**config.mk**
```make
export PLATFORM = sky130hd
export DESIGN_NAME = md_issuer_flat
export DESIGN_NICKNAME = d
export VERILOG_FILES = /design/src/rtl/md_issuer_pkg.sv /design/src/rtl/md_issuer_if.sv /design/src/rtl/md_issuer.sv /design/src/flat_wrapper.sv
export SDC_FILE = /design/constraint.sdc
export NUM_CORES = 1
export LEC_CHECK = 0
export CAP_MARGIN = 20
export CORE_ASPECT_RATIO = 1.2
export CORE_UTILIZATION = 44
export CTS_BUF_LIST = sky130_fd_sc_hd__clkbuf_16
export DETAILED_ROUTE_END_ITERATION = 16
export GPL_ROUTABILITY_DRIVEN = 0
export PLACE_DENSITY = 0.81
export SETUP_SLACK_MARGIN = 0.15
export SLEW_MARGIN = 5
export SYNTH_ARGS = -nofsm -noshare
export SYNTH_HDL_FRONTEND = slang
export SYNTH_SLANG_ARGS = --single-unit
```
**constraint.sdc**
```tcl
create_clock -name clk -period 1.75 [get_ports clk]
set_input_delay 0.35 -clock clk [delete_from_list [all_inputs] [get_ports clk]]
set_output_delay 0.35 -clock clk [all_outputs]
set_load 0.02 [all_outputs]
```
**src/rtl/md_issuer_pkg.sv**
```systemverilog
// Shared types for the multiply/divide issuer: op encoding, FSM states and
// the held-request payload.
package md_issuer_pkg;

  localparam int unsigned OP_W   = 4;
  localparam int unsigned DATA_W = 32;
  localparam int unsigned REG_W  = 5;

  typedef enum logic [OP_W-1:0] {
    MD_NONE  = 4'd0,
    MD_MULT  = 4'd1,
    MD_MULTU = 4'd2,
    MD_DIV   = 4'd3,
    MD_DIVU  = 4'd4,
    MD_MFHI  = 4'd5,
    MD_MFLO  = 4'd6,
    MD_MTHI  = 4'd7,
    MD_MTLO  = 4'd8
  } md_op_e;

  typedef enum logic [1:0] {
    ST_IDLE  = 2'd0,
    ST_WAIT  = 2'd1,
    ST_ISSUE = 2'd2
  } state_e;

  typedef struct packed {
    md_op_e              op;
    logic [DATA_W-1:0]   rs;
    logic [DATA_W-1:0]   rt;
    logic [REG_W-1:0]    dst;
  } md_req_t;

  // Ops that read hi/lo back and therefore produce a writeback
  function automatic logic is_mf(md_op_e op);
    return (op == MD_MFHI) || (op == MD_MFLO);
  endfunction

  // Ops that start a multi-cycle operation in the unit
  function automatic logic is_start(md_op_e op);
    return op inside {MD_MULT, MD_MULTU, MD_DIV, MD_DIVU};
  endfunction

endpackage

```
**src/rtl/md_issuer_if.sv**
```systemverilog
// Request, MD-unit and writeback signals of the issuer, bundled with the
// issuer-side (slave) and environment-side (master) views.
interface md_issuer_if;
  import md_issuer_pkg::*;

  logic              req_valid;
  md_op_e            req_op;
  logic [DATA_W-1:0] req_rs;
  logic [DATA_W-1:0] req_rt;
  logic [REG_W-1:0]  req_dst;
  logic              req_ready;
  logic              flush;

  md_op_e            md_op;
  logic [DATA_W-1:0] md_rs;
  logic [DATA_W-1:0] md_rt;
  logic              md_busy;
  logic [DATA_W-1:0] md_out;

  logic              stall;
  logic              wb_valid;
  logic [REG_W-1:0]  wb_dst;
  logic [DATA_W-1:0] wb_data;
  logic              protocol_err;

  modport slave (
    input  req_valid, req_op, req_rs, req_rt, req_dst, flush, md_busy, md_out,
    output req_ready, md_op, md_rs, md_rt, stall, wb_valid, wb_dst, wb_data,
           protocol_err
  );

  modport master (
    output req_valid, req_op, req_rs, req_rt, req_dst, flush, md_busy, md_out,
    input  req_ready, md_op, md_rs, md_rt, stall, wb_valid, wb_dst, wb_data,
           protocol_err
  );

endinterface

```
**src/rtl/md_issuer.sv**
```systemverilog
// Initiator-side controller for the E-stage multiply/divide unit. md_op is
// driven purely from registers so it never depends combinationally on md_busy.
module md_issuer
  import md_issuer_pkg::*;
#(
  parameter int unsigned MULT_LAT = 5,
  parameter int unsigned DIV_LAT  = 10,
  parameter int unsigned WD_LIMIT = ((DIV_LAT > MULT_LAT) ? DIV_LAT : MULT_LAT) + 4
) (
  input  logic        clk,
  input  logic        rst_n,
  md_issuer_if.slave  bus
);

  localparam int unsigned WD_W = $clog2(WD_LIMIT + 1);

  state_e            state_q, state_d;
  md_req_t           held_q, held_d;
  md_op_e            op_q, op_d;
  logic              ready_q, ready_d;
  logic              wb_valid_q, wb_valid_d;
  logic [REG_W-1:0]  wb_dst_q, wb_dst_d;
  logic [DATA_W-1:0] wb_data_q, wb_data_d;
  logic [WD_W-1:0]   wd_q, wd_d;
  logic              perr_q, perr_d;

  always_ff @(posedge clk or negedge rst_n) begin
    if (!rst_n) state_q <= ST_IDLE;
    else        state_q <= state_d;
  end

  // Next state plus the next value of every registered output
  always_comb begin
    state_d    = state_q;
    held_d     = held_q;
    op_d       = MD_NONE;
    wb_valid_d = 1'b0;
    wb_dst_d   = wb_dst_q;
    wb_data_d  = wb_data_q;
    wd_d       = wd_q;
    perr_d     = perr_q;

    unique case (state_q)
      ST_IDLE: begin
        if (bus.req_valid && (bus.req_op != MD_NONE)) begin
          held_d.op  = bus.req_op;
          held_d.rs  = bus.req_rs;
          held_d.rt  = bus.req_rt;
          held_d.dst = bus.req_dst;
          wd_d       = '0;
          state_d    = ST_WAIT;
        end
      end
      ST_WAIT: begin
        if (bus.flush) begin
          state_d = ST_IDLE;
        end else if (!bus.md_busy) begin
          op_d    = held_q.op;
          state_d = ST_ISSUE;
        end else begin
          // Saturating watchdog; the flag is sticky until reset
          if (wd_q != WD_W'(WD_LIMIT)) wd_d = wd_q + WD_W'(1);
          if (wd_q == WD_W'(WD_LIMIT - 1)) perr_d = 1'b1;
        end
      end
      ST_ISSUE: begin
        state_d = ST_IDLE;
        if (is_mf(held_q.op)) begin
          wb_valid_d = 1'b1;
          wb_data_d  = bus.md_out;
          wb_dst_d   = held_q.dst;
        end
      end
      default: state_d = ST_IDLE;
    endcase

    ready_d = (state_d == ST_IDLE);
  end

  always_ff @(posedge clk or negedge rst_n) begin
    if (!rst_n) begin
      held_q     <= '0;
      op_q       <= MD_NONE;
      ready_q    <= 1'b1;
      wb_valid_q <= 1'b0;
      wb_dst_q   <= '0;
      wb_data_q  <= '0;
      wd_q       <= '0;
      perr_q     <= 1'b0;
    end else begin
      held_q     <= held_d;
      op_q       <= op_d;
      ready_q    <= ready_d;
      wb_valid_q <= wb_valid_d;
      wb_dst_q   <= wb_dst_d;
      wb_data_q  <= wb_data_d;
      wd_q       <= wd_d;
      perr_q     <= perr_d;
    end
  end

  assign bus.req_ready    = ready_q;
  assign bus.md_op        = op_q;
  assign bus.md_rs        = held_q.rs;
  assign bus.md_rt        = held_q.rt;
  assign bus.wb_valid     = wb_valid_q;
  assign bus.wb_dst       = wb_dst_q;
  assign bus.wb_data      = wb_data_q;
  assign bus.protocol_err = perr_q;
  assign bus.stall        = (state_q != ST_IDLE) | bus.md_busy;

endmodule

```
**src/flat_wrapper.sv**
```systemverilog
// flat-port wrapper written by rule: the top's interface ports become plain ports
module md_issuer_flat import md_issuer_pkg::*;
#(
  parameter int unsigned MULT_LAT = 5,
  parameter int unsigned DIV_LAT  = 10,
  parameter int unsigned WD_LIMIT = ((DIV_LAT > MULT_LAT) ? DIV_LAT : MULT_LAT) + 4
)
  (clk, rst_n, bus_req_valid, bus_req_op, bus_req_rs, bus_req_rt, bus_req_dst, bus_flush, bus_md_busy, bus_md_out, bus_req_ready, bus_md_op, bus_md_rs, bus_md_rt, bus_stall, bus_wb_valid, bus_wb_dst, bus_wb_data, bus_protocol_err);
  md_issuer_if bus_i ();
  input  logic clk;
  input  logic rst_n;
  input wire logic [$bits(bus_i.req_valid)-1:0] bus_req_valid;
  input wire logic [$bits(bus_i.req_op)-1:0] bus_req_op;
  input wire logic [$bits(bus_i.req_rs)-1:0] bus_req_rs;
  input wire logic [$bits(bus_i.req_rt)-1:0] bus_req_rt;
  input wire logic [$bits(bus_i.req_dst)-1:0] bus_req_dst;
  input wire logic [$bits(bus_i.flush)-1:0] bus_flush;
  input wire logic [$bits(bus_i.md_busy)-1:0] bus_md_busy;
  input wire logic [$bits(bus_i.md_out)-1:0] bus_md_out;
  output wire logic [$bits(bus_i.req_ready)-1:0] bus_req_ready;
  output wire logic [$bits(bus_i.md_op)-1:0] bus_md_op;
  output wire logic [$bits(bus_i.md_rs)-1:0] bus_md_rs;
  output wire logic [$bits(bus_i.md_rt)-1:0] bus_md_rt;
  output wire logic [$bits(bus_i.stall)-1:0] bus_stall;
  output wire logic [$bits(bus_i.wb_valid)-1:0] bus_wb_valid;
  output wire logic [$bits(bus_i.wb_dst)-1:0] bus_wb_dst;
  output wire logic [$bits(bus_i.wb_data)-1:0] bus_wb_data;
  output wire logic [$bits(bus_i.protocol_err)-1:0] bus_protocol_err;
  assign bus_i.req_valid = bus_req_valid;
  assign bus_i.req_op = bus_req_op;
  assign bus_i.req_rs = bus_req_rs;
  assign bus_i.req_rt = bus_req_rt;
  assign bus_i.req_dst = bus_req_dst;
  assign bus_i.flush = bus_flush;
  assign bus_i.md_busy = bus_md_busy;
  assign bus_i.md_out = bus_md_out;
  assign bus_req_ready = bus_i.req_ready;
  assign bus_md_op = bus_i.md_op;
  assign bus_md_rs = bus_i.md_rs;
  assign bus_md_rt = bus_i.md_rt;
  assign bus_stall = bus_i.stall;
  assign bus_wb_valid = bus_i.wb_valid;
  assign bus_wb_dst = bus_i.wb_dst;
  assign bus_wb_data = bus_i.wb_data;
  assign bus_protocol_err = bus_i.protocol_err;
  md_issuer #(.MULT_LAT(MULT_LAT), .DIV_LAT(DIV_LAT), .WD_LIMIT(WD_LIMIT)) u_core (.clk(clk), .rst_n(rst_n), .bus(bus_i));
endmodule
```
==> run_results.csv <==
group,metric,value,unit
clocking,path_clk_slew,0.06,ns
hold_path,min_path_cells,3,
cells_and_area,nets,678,
timing,fin_ws,0.03828,ns
placement,port_buffers,218,
floorplan,ios,219,
cells_and_area,num_antenna_cells,0,
floorplan,die_y,124.3,um
run,maxCapViolCount,0,
critical_path,crit_slowest_cell,"dfrtp_1",
pwr,vdd_drop_max,0.8247,mV
global_route,grt_pass1_vias,3897,
timing,min_period,1.712,ns
timing,finalSetupViolations,0,
timing,skew,0.007048,ns
synthesis,synth-edff-count,0,
outcome,outcome,"finished, final reports clean",
critical_path,endpoint_kind,"register",
floorplan,chipWidth,103.9,um
critical_path,cp.arrival,2.00,ns
global_route,antenna_found_initial,0,
clocking,numCtsBuffers,17,
synthesis,yosys-top-cells-area,"dfrtp_1, mux2_4, mux2_2",
floorplan,core_area,0.01211,mm2
clocking,clkSinkCount,123,
cells_and_area,nFillCells,882,
drt,first_iter_violations,101,
drt,vias,3527,
synthesis,synth_flop_cell,"dfrtp_1",
cells_and_area,drive_gt1_frac,0.3356,
global_route,gr-total-overflow,0,
timing,slew-limit-headroom,0.7274,
critical_path,crit_chain,"buf_6, nor3b_4, and2_4, buf_12, buf_8, clkbuf_16, mux2_4",
cells_and_area,fin_area,0.008458,mm2
drt,firstDrtPassIters,4,
synthesis,yosys.area.top_type,"dfrtp_1",
critical_path,reg2regPathDepth,7,
synthesis,synth_warnings,0,
timing,worstMarginPinSlew,0.4089,ns
synthesis,seq_area_frac_synth,0.5619,
synthesis,synth_top_area_frac,0.5571,
clocking,htreeDepth,4,
clocking,cts_tree,"yes",
pwr,total_power,0.01143,W
drt,detail-route-antenna-nets,0,
timing,finalMaxSlewViolations,0,
placement,dpl-instance-area,0.007400,mm2
critical_path,start_kind,"register",
critical_path,r2r-end,"u_core.bus.md_rs[19]$_DFFE_PN0P_",
critical_path,worstReg2RegStart,"u_core.state_q[0]$_DFF_PN0_",
hold_path,whs_endpoint,"u_core.held_q[70]$_DFFE_PN0P_",
cells_and_area,stdcell_count,739,
synthesis,post-synth-top-count-cell,"dfrtp_1",
critical_path,crit_family,"buffers and inverters",
synthesis,async_flop_share,1.000,
global_route,grt_usage,0.2066,
synthesis,synth_seq_cells,123,
synthesis,ys_types,36,
critical_path,critPathMaxStageDelay,0.38,ns
floorplan,num_rows,44,
synthesis,synth_commonest_cells,"dfrtp_1, buf_4, mux2_4",
synthesis,syn_inst,363,
pwr,power_density,1351,mW/mm2
pwr,p_leak,3.980,nW
drt,post_drt_wl_per_cell,17.99,um
drt,route.detailed.drc,0,
critical_path,critical_path_class,"reg2reg",
critical_path,critPathMaxFanout,5,
timing,hold_viol_final,0,
clocking,ctsRootBufferMaster,"clkbuf_16",
global_route,grt_pass1_wl,20560,um
global_route,grt_max_degree,54,
drt,wirelength,13300,um
synthesis,synth_nets,476,
critical_path,regToRegSetupSlack,0.04,ns
timing,fmax,584.2,MHz
floorplan,start_util,0.4525,
placement,placed_cells,680,
clocking,clkLatencyLatePin,0.40,ns
hold_path,hp-class,"in2reg",
hold_path,worstHoldStart,"bus_req_op[1]",
clocking,cts_buffer_depth,2,
timing,rsz0062_at_grt,"yes",
critical_path,cp.required,2.04,ns
synthesis,synth_area,0.005480,mm2
critical_path,critPathLaunch,"u_core.state_q[0]$_DFF_PN0_",
placement,pre_cts_ws,-0.4437,ns
drt,via_per_inst,4.773,
floorplan,dieArea,0.01291,mm2
synthesis,syn_area_per_cell,15.10,um2
timing,fin_crit_sh,0.9781,
cells_and_area,area_growth,54.34,%
placement,hpwl,8480,um
critical_path,path_buf_inv,4,
timing,setup_tns,0,ns
[sequential cells by signal, indices dropped and copies added, names as in the netlist]
| register | flops |
|---|---|
| u_core.held_q | 9 |
| u_core.bus.md_rt | 32 |
| u_core.bus.wb_data | 32 |
| u_core.bus.req_ready | 1 |
| u_core.bus.protocol_err | 1 |
| u_core.wd_q | 4 |
| u_core.bus.md_rs | 32 |
| u_core.state_q | 2 |
| u_core.bus.wb_valid | 1 |
| u_core.bus.md_op | 4 |
| u_core.bus.wb_dst | 5 |
[repair_timing]
item                                    in CTS  in global routing
hold buffers                                 1                  0
pin swaps                                    4                  5
endpoints found under the setup margin     183                 67
hold endpoints to repair                    28                  0
gates resized for setup                    140                 36
cloned                                       9                  2
buffers inserted                            11                  4
[per-layer routing]
metal	part of all wire	GRT usage	up-vias
li1	-	-	1594
met1	0.40	0.2361	1790
met2	0.54	0.3710	125
met3	0.042	0.04919	18
met4	0.016	0.07983	0
met5	0	0	-
[final cells by class]
| cell class | count | area, um2 | area share |
|---|---|---|---|
| clock inverters | 15 | 110.1 | 0.01302 |
| inverters | 5 | 18.77 | 0.002219 |
| repair buffers | 260 | 2743 | 0.3243 |
| well taps | 161 | 201.4 | 0.02382 |
| multi-input cells | 158 | 1881 | 0.2223 |
| clock buffers | 17 | 425.4 | 0.05030 |
| flip-flops and latches | 123 | 3079 | 0.3641 |
[power by group]
group | leakage, nW | total [W] | internal, W | switching, W
clock network | 0.250 | 0.00314 | 0.00191 | 0.00123
logic | 2.26 | 0.00413 | 0.00218 | 0.00195
registers | 1.47 | 0.00416 | 0.00368 | 0.000478
[how the worst max path moves through the flow]
stage	to	slack, ns	cells past startpoint
6_report	u_core.bus.md_rs[19]$_DFFE_PN0P_	0.04	7
2_1_floorplan	u_core.bus.md_rs[0]$_DFFE_PN0P_	0.02	5
3_3_place_gp	u_core.bus.md_rt[24]$_DFFE_PN0P_	-0.40	5
4_1_cts	u_core.bus.md_rt[6]$_DFFE_PN0P_	0.01	7
5_1_grt	u_core.bus.md_rt[10]$_DFFE_PN0P_	-0.01	7
3_5_place_dp	u_core.wd_q[0]$_DFFE_PN0P_	-0.44	6
[placed cells by master, fill, tap and decap left out, drive strengths merged, types with 2 or more instances in the layout]
| cell | synthesis | layout |
|---|---|---|
| a211oi | 2 | 2 |
| clkdlybuf4s50 | 0 | 104 |
| ha | 3 | 3 |
| dlygate4sd2 | 0 | 108 |
| nor2 | 4 | 4 |
| dfrtp | 122 | 122 |
| o211ai | 2 | 2 |
| o311ai | 2 | 2 |
| clkbuf | 2 | 21 |
| nand2 | 14 | 14 |
| and2 | 5 | 5 |
| buf | 75 | 42 |
| mux2 | 107 | 107 |
| inv | 5 | 6 |
| a21oi | 2 | 2 |
| clkinvlp | 0 | 6 |
| clkinv | 0 | 7 |
[through the flow]
stage / hold slack (ns) / util
floorplan: 0.05441 / -
global placement: 0.3027 / 0.6110
detailed placement: 0.3136 / 0.6110
CTS: 0.1763 / 0.6806
global route: 0.1866 / 0.6983
finish: 0.1853 / 0.6983
[kinds of logic after synthesis]
| group | share of synthesized area |
|---|---|
| muxes | 0.2582 |
| xor gates and xnor gates | 0.001598 |
| and+or+nand+nor | 0.03219 |
| buffers and inverters | 0.1208 |
| AOI/OAI and AO/OA | 0.01849 |
| DFF | 0.5619 |
| adders and majority gates | 0.006850 |
[worst register-to-register path: stages, from the launching register on]
cell       delay, ns
dfrtp_1         0.38
buf_6           0.13
nor3b_4         0.19
and2_4          0.21
buf_12          0.13
buf_8           0.11
clkbuf_16       0.15
mux2_4          0.29
Note: power is estimated with default switching activity, not from simulation.
